--- config.mk ---
export PLATFORM = sky130hd
export DESIGN_NAME = flag_generator_blocked_ordered_flat
export DESIGN_NICKNAME = d
export VERILOG_FILES = /design/src/rtl/flag_generator_blocked_ordered_if.sv /design/src/rtl/flag_generator_blocked_ordered.sv /design/src/flat_wrapper.sv
export SDC_FILE = /design/constraint.sdc
export NUM_CORES = 1
export LEC_CHECK = 0
export BUFFER_PORTS_ARGS = -buffer_cell sky130_fd_sc_hd__buf_2
export CORE_MARGIN = 2
export CORE_UTILIZATION = 50
export DETAILED_ROUTE_END_ITERATION = 10
export GPL_TIMING_DRIVEN = 0
export HOLD_SLACK_MARGIN = 0.06
export PLACE_DENSITY = 0.69
export SYNTH_ARGS = -nofsm -noshare
export SYNTH_HDL_FRONTEND = slang
export SYNTH_SLANG_ARGS = --single-unit
--- constraint.sdc ---
create_clock -name clk -period 17.95 [get_ports clk]
set_clock_uncertainty 0.2 [all_clocks]
set_input_delay 3.59 -clock clk [delete_from_list [all_inputs] [get_ports clk]]
set_output_delay 3.59 -clock clk [all_outputs]
set_load 0.005 [all_outputs]
--- src/rtl/flag_generator_blocked_ordered_if.sv ---
// Stream bundle for the flag generator: raw sample input and flagged output.
// The slave modport is the generator's view; master is the environment's view.
interface flag_generator_blocked_ordered_if #(
   parameter int DATA_WIDTH = 16
);
   logic [DATA_WIDTH-1:0] raw_input_data;
   logic                  raw_input_valid;
   logic                  raw_input_ready;
   logic [DATA_WIDTH-1:0] output_data;
   logic                  output_valid;
   logic                  output_ready;
   logic                  output_last_s;
   logic                  output_last_r;
   logic                  output_last_b;
   logic                  output_last_i;

   modport slave (
      input  raw_input_data, raw_input_valid, output_ready,
      output raw_input_ready, output_data, output_valid,
      output output_last_s, output_last_r, output_last_b, output_last_i
   );

   modport master (
      output raw_input_data, raw_input_valid, output_ready,
      input  raw_input_ready, output_data, output_valid,
      input  output_last_s, output_last_r, output_last_b, output_last_i
   );
endinterface

--- src/rtl/flag_generator_blocked_ordered.sv ---
// Tags a raster sample stream with sample/row/band/image flags for a blocked
// traversal in band-sequential or band-interleaved order, behind skid stages.
module flag_generator_blocked_ordered_skid #(
   parameter int WIDTH  = 1,
   parameter bit ENABLE = 1'b1
) (
   input  logic             clk,
   input  logic             rst,
   input  logic [WIDTH-1:0] in_data,
   input  logic             in_valid,
   output logic             in_ready,
   output logic [WIDTH-1:0] out_data,
   output logic             out_valid,
   input  logic             out_ready
);
   if (ENABLE) begin : g_reg
      logic [WIDTH-1:0] main_data, skid_data;
      logic             main_valid, skid_valid;

      // NOTE: only the valid bits are reset; data registers are don't-care while their valid is low.
      always_ff @(posedge clk) begin
         if (rst) begin
            main_valid <= 1'b0;
            skid_valid <= 1'b0;
         end else if (!main_valid || out_ready) begin
            if (skid_valid) begin
               main_data  <= skid_data;
               main_valid <= 1'b1;
               skid_valid <= 1'b0;
            end else begin
               main_data  <= in_data;
               main_valid <= in_valid;
            end
         end else if (in_valid && !skid_valid) begin
            skid_data  <= in_data;
            skid_valid <= 1'b1;
         end
      end

      assign in_ready  = !skid_valid;
      assign out_data  = main_data;
      assign out_valid = main_valid;
   end else begin : g_bypass
      assign in_ready  = out_ready;
      assign out_data  = in_data;
      assign out_valid = in_valid;
   end
endmodule

module flag_generator_blocked_ordered #(
   parameter int DATA_WIDTH           = 16,
   parameter int MAX_BLOCK_SAMPLE_LOG = 4,
   parameter int MAX_BLOCK_LINE_LOG   = 4,
   parameter int MAX_IMAGE_SAMPLE_LOG = 12,
   parameter int MAX_IMAGE_LINE_LOG   = 12,
   parameter int MAX_IMAGE_BAND_LOG   = 12,
   parameter bit LATCH_INPUT          = 1'b1,
   parameter bit LATCH_OUTPUT         = 1'b1
) (
   input  logic                            clk,
   input  logic                            rst,
   input  logic [MAX_BLOCK_SAMPLE_LOG-1:0] config_block_samples,
   input  logic [MAX_BLOCK_LINE_LOG-1:0]   config_block_lines,
   input  logic [MAX_IMAGE_SAMPLE_LOG-1:0] config_image_samples,
   input  logic [MAX_IMAGE_LINE_LOG-1:0]   config_image_lines,
   input  logic [MAX_IMAGE_BAND_LOG-1:0]   config_image_bands,
   input  logic                            config_order,
   flag_generator_blocked_ordered_if.slave bus
);
   localparam int BS = MAX_BLOCK_SAMPLE_LOG;
   localparam int BL = MAX_BLOCK_LINE_LOG;
   localparam int IS = MAX_IMAGE_SAMPLE_LOG;
   localparam int IL = MAX_IMAGE_LINE_LOG;
   localparam int IB = MAX_IMAGE_BAND_LOG;
   localparam int PW = DATA_WIDTH + 4;

   logic          active;
   logic [BS-1:0] cap_blk_s, cfg_blk_s, s_cnt, s_nxt;
   logic [BL-1:0] cap_blk_l, cfg_blk_l, l_cnt, l_nxt;
   logic [IS-1:0] cap_img_s, cfg_img_s, sample_base, sample_base_nxt, rem_s, blk_w_m1;
   logic [IL-1:0] cap_img_l, cfg_img_l, line_base, line_base_nxt, rem_l, blk_h_m1;
   logic [IB-1:0] cap_img_b, cfg_img_b, b_cnt, b_nxt;
   logic          cap_order, cfg_order;
   logic          s_last, l_last, b_last, col_last, row_last;
   logic          step_s, step_l, step_b, step_blk;
   logic [3:0]    flags;  // {last_i, last_b, last_r, last_s}
   logic          accept, stage_ready, mid_valid, mid_ready;
   logic [PW-1:0] mid_data, out_payload;

   // The first word of an image sees the live config; later words the captured copy.
   assign cfg_blk_s = active ? cap_blk_s : config_block_samples;
   assign cfg_blk_l = active ? cap_blk_l : config_block_lines;
   assign cfg_img_s = active ? cap_img_s : config_image_samples;
   assign cfg_img_l = active ? cap_img_l : config_image_lines;
   assign cfg_img_b = active ? cap_img_b : config_image_bands;
   assign cfg_order = active ? cap_order : config_order;

   assign bus.raw_input_ready = stage_ready & ~rst;
   assign accept              = bus.raw_input_valid & bus.raw_input_ready;

   // NOTE: every always_comb output gets a default first so no path can infer a latch.
   always_comb begin
      rem_s    = cfg_img_s - sample_base;
      rem_l    = cfg_img_l - line_base;
      col_last = rem_s <= IS'(cfg_blk_s);
      row_last = rem_l <= IL'(cfg_blk_l);
      blk_w_m1 = col_last ? rem_s : IS'(cfg_blk_s);
      blk_h_m1 = row_last ? rem_l : IL'(cfg_blk_l);
      s_last   = IS'(s_cnt) == blk_w_m1;
      l_last   = IL'(l_cnt) == blk_h_m1;
      b_last   = b_cnt == cfg_img_b;

      flags = 4'b0000;
      if (!cfg_order) begin
         flags[0] = s_last;
         flags[1] = flags[0] & l_last;
         flags[2] = flags[1] & b_last;
         flags[3] = flags[2] & col_last & row_last;
         step_s   = 1'b1;
         step_l   = s_last;
         step_b   = s_last & l_last;
         step_blk = step_b & b_last;
      end else begin
         flags[2] = b_last;
         flags[0] = flags[2] & s_last;
         flags[1] = flags[0] & l_last;
         flags[3] = flags[1] & col_last & row_last;
         step_b   = 1'b1;
         step_s   = b_last;
         step_l   = b_last & s_last;
         step_blk = step_l & l_last;
      end

      s_nxt           = s_cnt;
      l_nxt           = l_cnt;
      b_nxt           = b_cnt;
      sample_base_nxt = sample_base;
      line_base_nxt   = line_base;
      if (step_s) s_nxt = s_last ? '0 : s_cnt + 1'b1;
      if (step_l) l_nxt = l_last ? '0 : l_cnt + 1'b1;
      if (step_b) b_nxt = b_last ? '0 : b_cnt + 1'b1;
      if (step_blk) begin
         sample_base_nxt = col_last ? '0 : sample_base + IS'(cfg_blk_s) + 1'b1;
         if (col_last) line_base_nxt = row_last ? '0 : line_base + IL'(cfg_blk_l) + 1'b1;
      end
   end

   // NOTE: sequential state uses non-blocking assignments so all registers update together.
   always_ff @(posedge clk) begin
      if (rst) begin
         active      <= 1'b0;
         s_cnt       <= '0;
         l_cnt       <= '0;
         b_cnt       <= '0;
         sample_base <= '0;
         line_base   <= '0;
      end else if (accept) begin
         s_cnt       <= s_nxt;
         l_cnt       <= l_nxt;
         b_cnt       <= b_nxt;
         sample_base <= sample_base_nxt;
         line_base   <= line_base_nxt;
         active      <= ~flags[3];
         if (!active) begin
            cap_blk_s <= config_block_samples;
            cap_blk_l <= config_block_lines;
            cap_img_s <= config_image_samples;
            cap_img_l <= config_image_lines;
            cap_img_b <= config_image_bands;
            cap_order <= config_order;
         end
      end
   end

   flag_generator_blocked_ordered_skid #(.WIDTH(PW), .ENABLE(LATCH_INPUT)) u_in_stage (
      .clk(clk), .rst(rst),
      .in_data({flags, bus.raw_input_data}), .in_valid(bus.raw_input_valid), .in_ready(stage_ready),
      .out_data(mid_data), .out_valid(mid_valid), .out_ready(mid_ready)
   );

   flag_generator_blocked_ordered_skid #(.WIDTH(PW), .ENABLE(LATCH_OUTPUT)) u_out_stage (
      .clk(clk), .rst(rst),
      .in_data(mid_data), .in_valid(mid_valid), .in_ready(mid_ready),
      .out_data(out_payload), .out_valid(bus.output_valid), .out_ready(bus.output_ready)
   );

   assign bus.output_data   = out_payload[DATA_WIDTH-1:0];
   assign bus.output_last_s = out_payload[DATA_WIDTH]   & bus.output_valid;
   assign bus.output_last_r = out_payload[DATA_WIDTH+1] & bus.output_valid;
   assign bus.output_last_b = out_payload[DATA_WIDTH+2] & bus.output_valid;
   assign bus.output_last_i = out_payload[DATA_WIDTH+3] & bus.output_valid;
endmodule

--- src/flat_wrapper.sv ---
// flat-port wrapper written by rule: the top's interface ports become plain ports
module flag_generator_blocked_ordered_flat 
#(
   parameter int DATA_WIDTH           = 16,
   parameter int MAX_BLOCK_SAMPLE_LOG = 4,
   parameter int MAX_BLOCK_LINE_LOG   = 4,
   parameter int MAX_IMAGE_SAMPLE_LOG = 12,
   parameter int MAX_IMAGE_LINE_LOG   = 12,
   parameter int MAX_IMAGE_BAND_LOG   = 12,
   parameter bit LATCH_INPUT          = 1'b1,
   parameter bit LATCH_OUTPUT         = 1'b1
)
  (clk, rst, config_block_samples, config_block_lines, config_image_samples, config_image_lines, config_image_bands, config_order, bus_raw_input_data, bus_raw_input_valid, bus_output_ready, bus_raw_input_ready, bus_output_data, bus_output_valid, bus_output_last_s, bus_output_last_r, bus_output_last_b, bus_output_last_i);
  flag_generator_blocked_ordered_if #(.DATA_WIDTH(DATA_WIDTH)) bus_i ();
  input  logic clk;
  input  logic rst;
  input  logic [MAX_BLOCK_SAMPLE_LOG-1:0] config_block_samples;
  input  logic [MAX_BLOCK_LINE_LOG-1:0] config_block_lines;
  input  logic [MAX_IMAGE_SAMPLE_LOG-1:0] config_image_samples;
  input  logic [MAX_IMAGE_LINE_LOG-1:0] config_image_lines;
  input  logic [MAX_IMAGE_BAND_LOG-1:0] config_image_bands;
  input  logic config_order;
  input wire logic [$bits(bus_i.raw_input_data)-1:0] bus_raw_input_data;
  input wire logic [$bits(bus_i.raw_input_valid)-1:0] bus_raw_input_valid;
  input wire logic [$bits(bus_i.output_ready)-1:0] bus_output_ready;
  output wire logic [$bits(bus_i.raw_input_ready)-1:0] bus_raw_input_ready;
  output wire logic [$bits(bus_i.output_data)-1:0] bus_output_data;
  output wire logic [$bits(bus_i.output_valid)-1:0] bus_output_valid;
  output wire logic [$bits(bus_i.output_last_s)-1:0] bus_output_last_s;
  output wire logic [$bits(bus_i.output_last_r)-1:0] bus_output_last_r;
  output wire logic [$bits(bus_i.output_last_b)-1:0] bus_output_last_b;
  output wire logic [$bits(bus_i.output_last_i)-1:0] bus_output_last_i;
  assign bus_i.raw_input_data = bus_raw_input_data;
  assign bus_i.raw_input_valid = bus_raw_input_valid;
  assign bus_i.output_ready = bus_output_ready;
  assign bus_raw_input_ready = bus_i.raw_input_ready;
  assign bus_output_data = bus_i.output_data;
  assign bus_output_valid = bus_i.output_valid;
  assign bus_output_last_s = bus_i.output_last_s;
  assign bus_output_last_r = bus_i.output_last_r;
  assign bus_output_last_b = bus_i.output_last_b;
  assign bus_output_last_i = bus_i.output_last_i;
  flag_generator_blocked_ordered #(.DATA_WIDTH(DATA_WIDTH), .MAX_BLOCK_SAMPLE_LOG(MAX_BLOCK_SAMPLE_LOG), .MAX_BLOCK_LINE_LOG(MAX_BLOCK_LINE_LOG), .MAX_IMAGE_SAMPLE_LOG(MAX_IMAGE_SAMPLE_LOG), .MAX_IMAGE_LINE_LOG(MAX_IMAGE_LINE_LOG), .MAX_IMAGE_BAND_LOG(MAX_IMAGE_BAND_LOG), .LATCH_INPUT(LATCH_INPUT), .LATCH_OUTPUT(LATCH_OUTPUT)) u_core (.clk(clk), .rst(rst), .config_block_samples(config_block_samples), .config_block_lines(config_block_lines), .config_image_samples(config_image_samples), .config_image_lines(config_image_lines), .config_image_bands(config_image_bands), .config_order(config_order), .bus(bus_i));
endmodule
==> results_dict.tcl <==
set metrics [dict create \
    outcome "finished, final reports clean" \
    finalSetupViolCount 0 \
    die_h_um 141 \
    post_cts_buffers 0 \
    ys_seq_elements 174 \
    drive_gt1_frac 0.254 \
    grt_pass1_wl_um 30500 \
    synthAdderAreaFrac 0.0636 \
    synth_nets 921 \
    seq_power_share 0.481 \
    numCtsBuffers 17 \
    synthXorXnorAreaFrac 0.0478 \
    combPwrFrac 0.126 \
    synth_warnings 0 \
    critPathBufInv 4 \
    fin_crit_ns 9.36 \
    cts.sinks 174 \
    synth_mux_area_frac 0.102 \
    cts.clk_slew.worst_paths_ns 0.08 \
    totalWireLength_um 18800 \
    vias_per_cell 5.49 \
    syn-instance-count 811 \
    synth-compound-area-share 0.106 \
    critPathRequiredTime_ns 18.04 \
    worstPathCellList "buf_2 -> mux2i_1 -> inv_1 -> ha_1 -> nor2b_1 -> or2_2 -> a21oi_1 -> xnor2_1 -> ha_1 -> a2111oi_0 -> o21ai_0 -> a211o_1 -> a2111oi_0 -> nand4_1 -> nor2_1 -> a311oi_1 -> or4_4 -> buf_6 -> nor2_1 -> a21o_1 -> clkbuf_1 -> a211oi_1" \
    critPathMaxFanout 10 \
    highest_layer "met4" \
    clk_latency_ns 0.44 \
    cp-start-kind "input pin" \
    root_buffer "clkbuf_16" \
    fin_setup_tns_ns 0 \
    drc 0 \
    yosysSeqAreaShare 0.508 \
    p_int_uw 684 \
    cts_resized 0 \
    max_stage_delay_ns 0.57 \
    switching_share 0.266 \
    synth-simple-area-share 0.129 \
    final_nets 1030 \
    power_uw 932 \
    first_global_vias 6156 \
    ys.flop_type "edfxtp_1" \
    fmax_ghz 0.107 \
    rsz0062_at_grt "no" \
    drv_slew 0 \
    wl_met1_um 8830 \
    dp_slack_ns 8.26 \
    io_pins 87 \
    hold_buffers 0 \
    portBuffers 85 \
    wl_per_cell_um 16.2 \
    core_area_mm2 0.0181 \
    final_common_cell "edfxtp_1" \
    route.met3.wl_um 777 \
    grt_max_degree 30 \
    fillCellCount 1523 \
    p_clk_frac 0.392 \
    synth_edf_count 125 \
    dp_hpwl_um 13800 \
    grt_overflow 0 \
    synth_top_family_by_area "simple AND/OR/NAND/NOR gates" \
    cts_htree_levels 4 \
    tightestPinTransition_ns 0.912 \
    antenna_found_initial 1 \
    cap_violations 0 \
    rows 49 \
    syn_to_final_growth_pct 14.9 \
    route.met2.wl_um 8860 \
    die-area_mm2 0.0198 \
    firstDrtPassIters 4 \
    mostFrequentLayoutCells "edfxtp_1, buf_2, mux2_2, nor2_1, dfxtp_1" \
    postSynthAreaPerCell_um2 11.5 \
    slew_headroom 0.389 \
    period_share 0.522 \
    die_w_um 141 \
    synth_cell_types 73 \
    start_util 0.514 \
    p_sw_uw 248 \
    gp_congestion 0.874 \
    path_delay_family "simple AND/OR/NAND/NOR gates" \
    end_kind "register" \
    finalHoldViolations 0 \
    grtUsageTotal 0.193 \
    async_reset_ff_frac 0 \
    worstPathArrival_ns 9.46 \
    ir_drop_v 0.0000724 \
    vias 6387 \
    slowest_stage "or4_4" \
    clockBufferDepth 2 \
    hp-class "reg2reg" \
    antenna_left 0 \
    crit_type "in2reg" \
    power_leakage_uw 0.00393 \
    p_per_area_mw_per_mm2 86.9 \
    worst_slack_ns 8.59 \
    hold_slack_ns 0.251 \
    drt_iter0_markers 291 \
    synthesis.area_mm2 0.00932 \
    cts_tree "done" \
]
[path summary, 6_finish.rpt]
| path | startpoint | end | slack, ns | cells past startpoint |
|---|---|---|---|---|
| hold / removal | u_core.u_in_stage.out_data[6] | u_core.u_out_stage.g_reg.skid_data[6] | 0.25 | 0 |
| setup reg to reg | u_core.active | u_core.sample_base[1] | 9.66 | 24 |
| hold reg to reg | u_core.u_in_stage.out_data[6] | u_core.u_out_stage.g_reg.skid_data[6] | 0.25 | 0 |
| setup / recovery | config_image_lines[1] | u_core.sample_base[1] | 8.59 | 22 |
[stage by stage]
stage	instance area [um2]	utilization	cells
final	10700	0.590	1163
after detailed placement	10100	0.558	1130
after CTS	10700	0.590	1162
after global placement	10000	0.553	1125
after floorplan	9320	-	811
after global routing	10700	0.590	1163
[synthesized netlist by cell type (7+ instances only)]
master,n,area share
edfxtp_1,125,0.40
mux2_2,72,0.087
nor2_1,65,0.026
dfxtp_1,49,0.11
inv_1,46,0.019
a21oi_1,45,0.024
ha_1,41,0.055
nand2_1,34,0.014
xnor2_1,28,0.026
xor2_1,20,0.019
o21ai_0,19,0.010
buf_4,17,0.014
clkbuf_1,16,0.0064
nor3_1,16,0.0086
nand3_1,15,0.0081
mux2i_1,14,0.015
nor2b_1,14,0.0094
nand4_1,13,0.0087
nor4_1,13,0.0087
nand2b_1,11,0.0074
or3_1,11,0.0074
a21o_1,10,0.0081
and2_1,10,0.0067
o21a_1,9,0.0072
o31ai_1,7,0.0056
[flip-flops by register name, summed over array words and instances, names as in the netlist, 12 cells and up]
signal                              count
u_core.u_in_stage.g_reg.skid_data      20
u_core.u_in_stage.out_data             20
u_core.u_out_stage.g_reg.skid_data     20
u_core.u_out_stage.out_data            20
u_core.b_cnt                           12
u_core.cap_img_b                       12
u_core.cap_img_l                       12
u_core.cap_img_s                       12
u_core.line_base                       12
u_core.sample_base                     12
[power by group through the flow]
| stage | combinational [uW] | sequential (uW) | clock (uW) |
|---|---|---|---|
| after floorplan | 84.8 | 456 | 0 |
| after global placement | 115 | 457 | 0 |
| after global routing | 131 | 449 | 390 |
| final | 118 | 448 | 366 |
| after detailed placement | 117 | 457 | 0 |
| after CTS | 118 | 448 | 375 |
[kinds of logic (layout without fill, tap and decap cells)]
family	Yosys count	count (layout)
DFF	174	174
AOI/OAI and AO/OA	140	140
buffers and inverters	88	210
and+or+nand+nor	229	229
muxes	86	86
other	0	1
adders and majority gates	45	45
xor gates and xnor gates	49	49
[final cells by class]
type | instances | area, um2 | area share
sequential | 174 | 4730 | 0.442
multi-input combinational | 549 | 4190 | 0.391
timing repair buffer | 90 | 490 | 0.0458
clock buffer | 17 | 425 | 0.0397
tap | 229 | 287 | 0.0267
buffer | 41 | 236 | 0.0221
inverter | 47 | 178 | 0.0166
clock inverter | 15 | 170 | 0.0159
antenna | 1 | 2.50 | 0.000234
[metal layers]
| layer | global-route usage | vias to the layer above |
|---|---|---|
| met3 | 0.0373 | 23 |
| met4 | 0.0616 | 0 |
| met2 | 0.312 | 144 |
| met1 | 0.266 | 3006 |
| met5 | 0 | - |
| li1 | - | 3214 |
No activity file was read; power rests on OpenSTA's default activity.
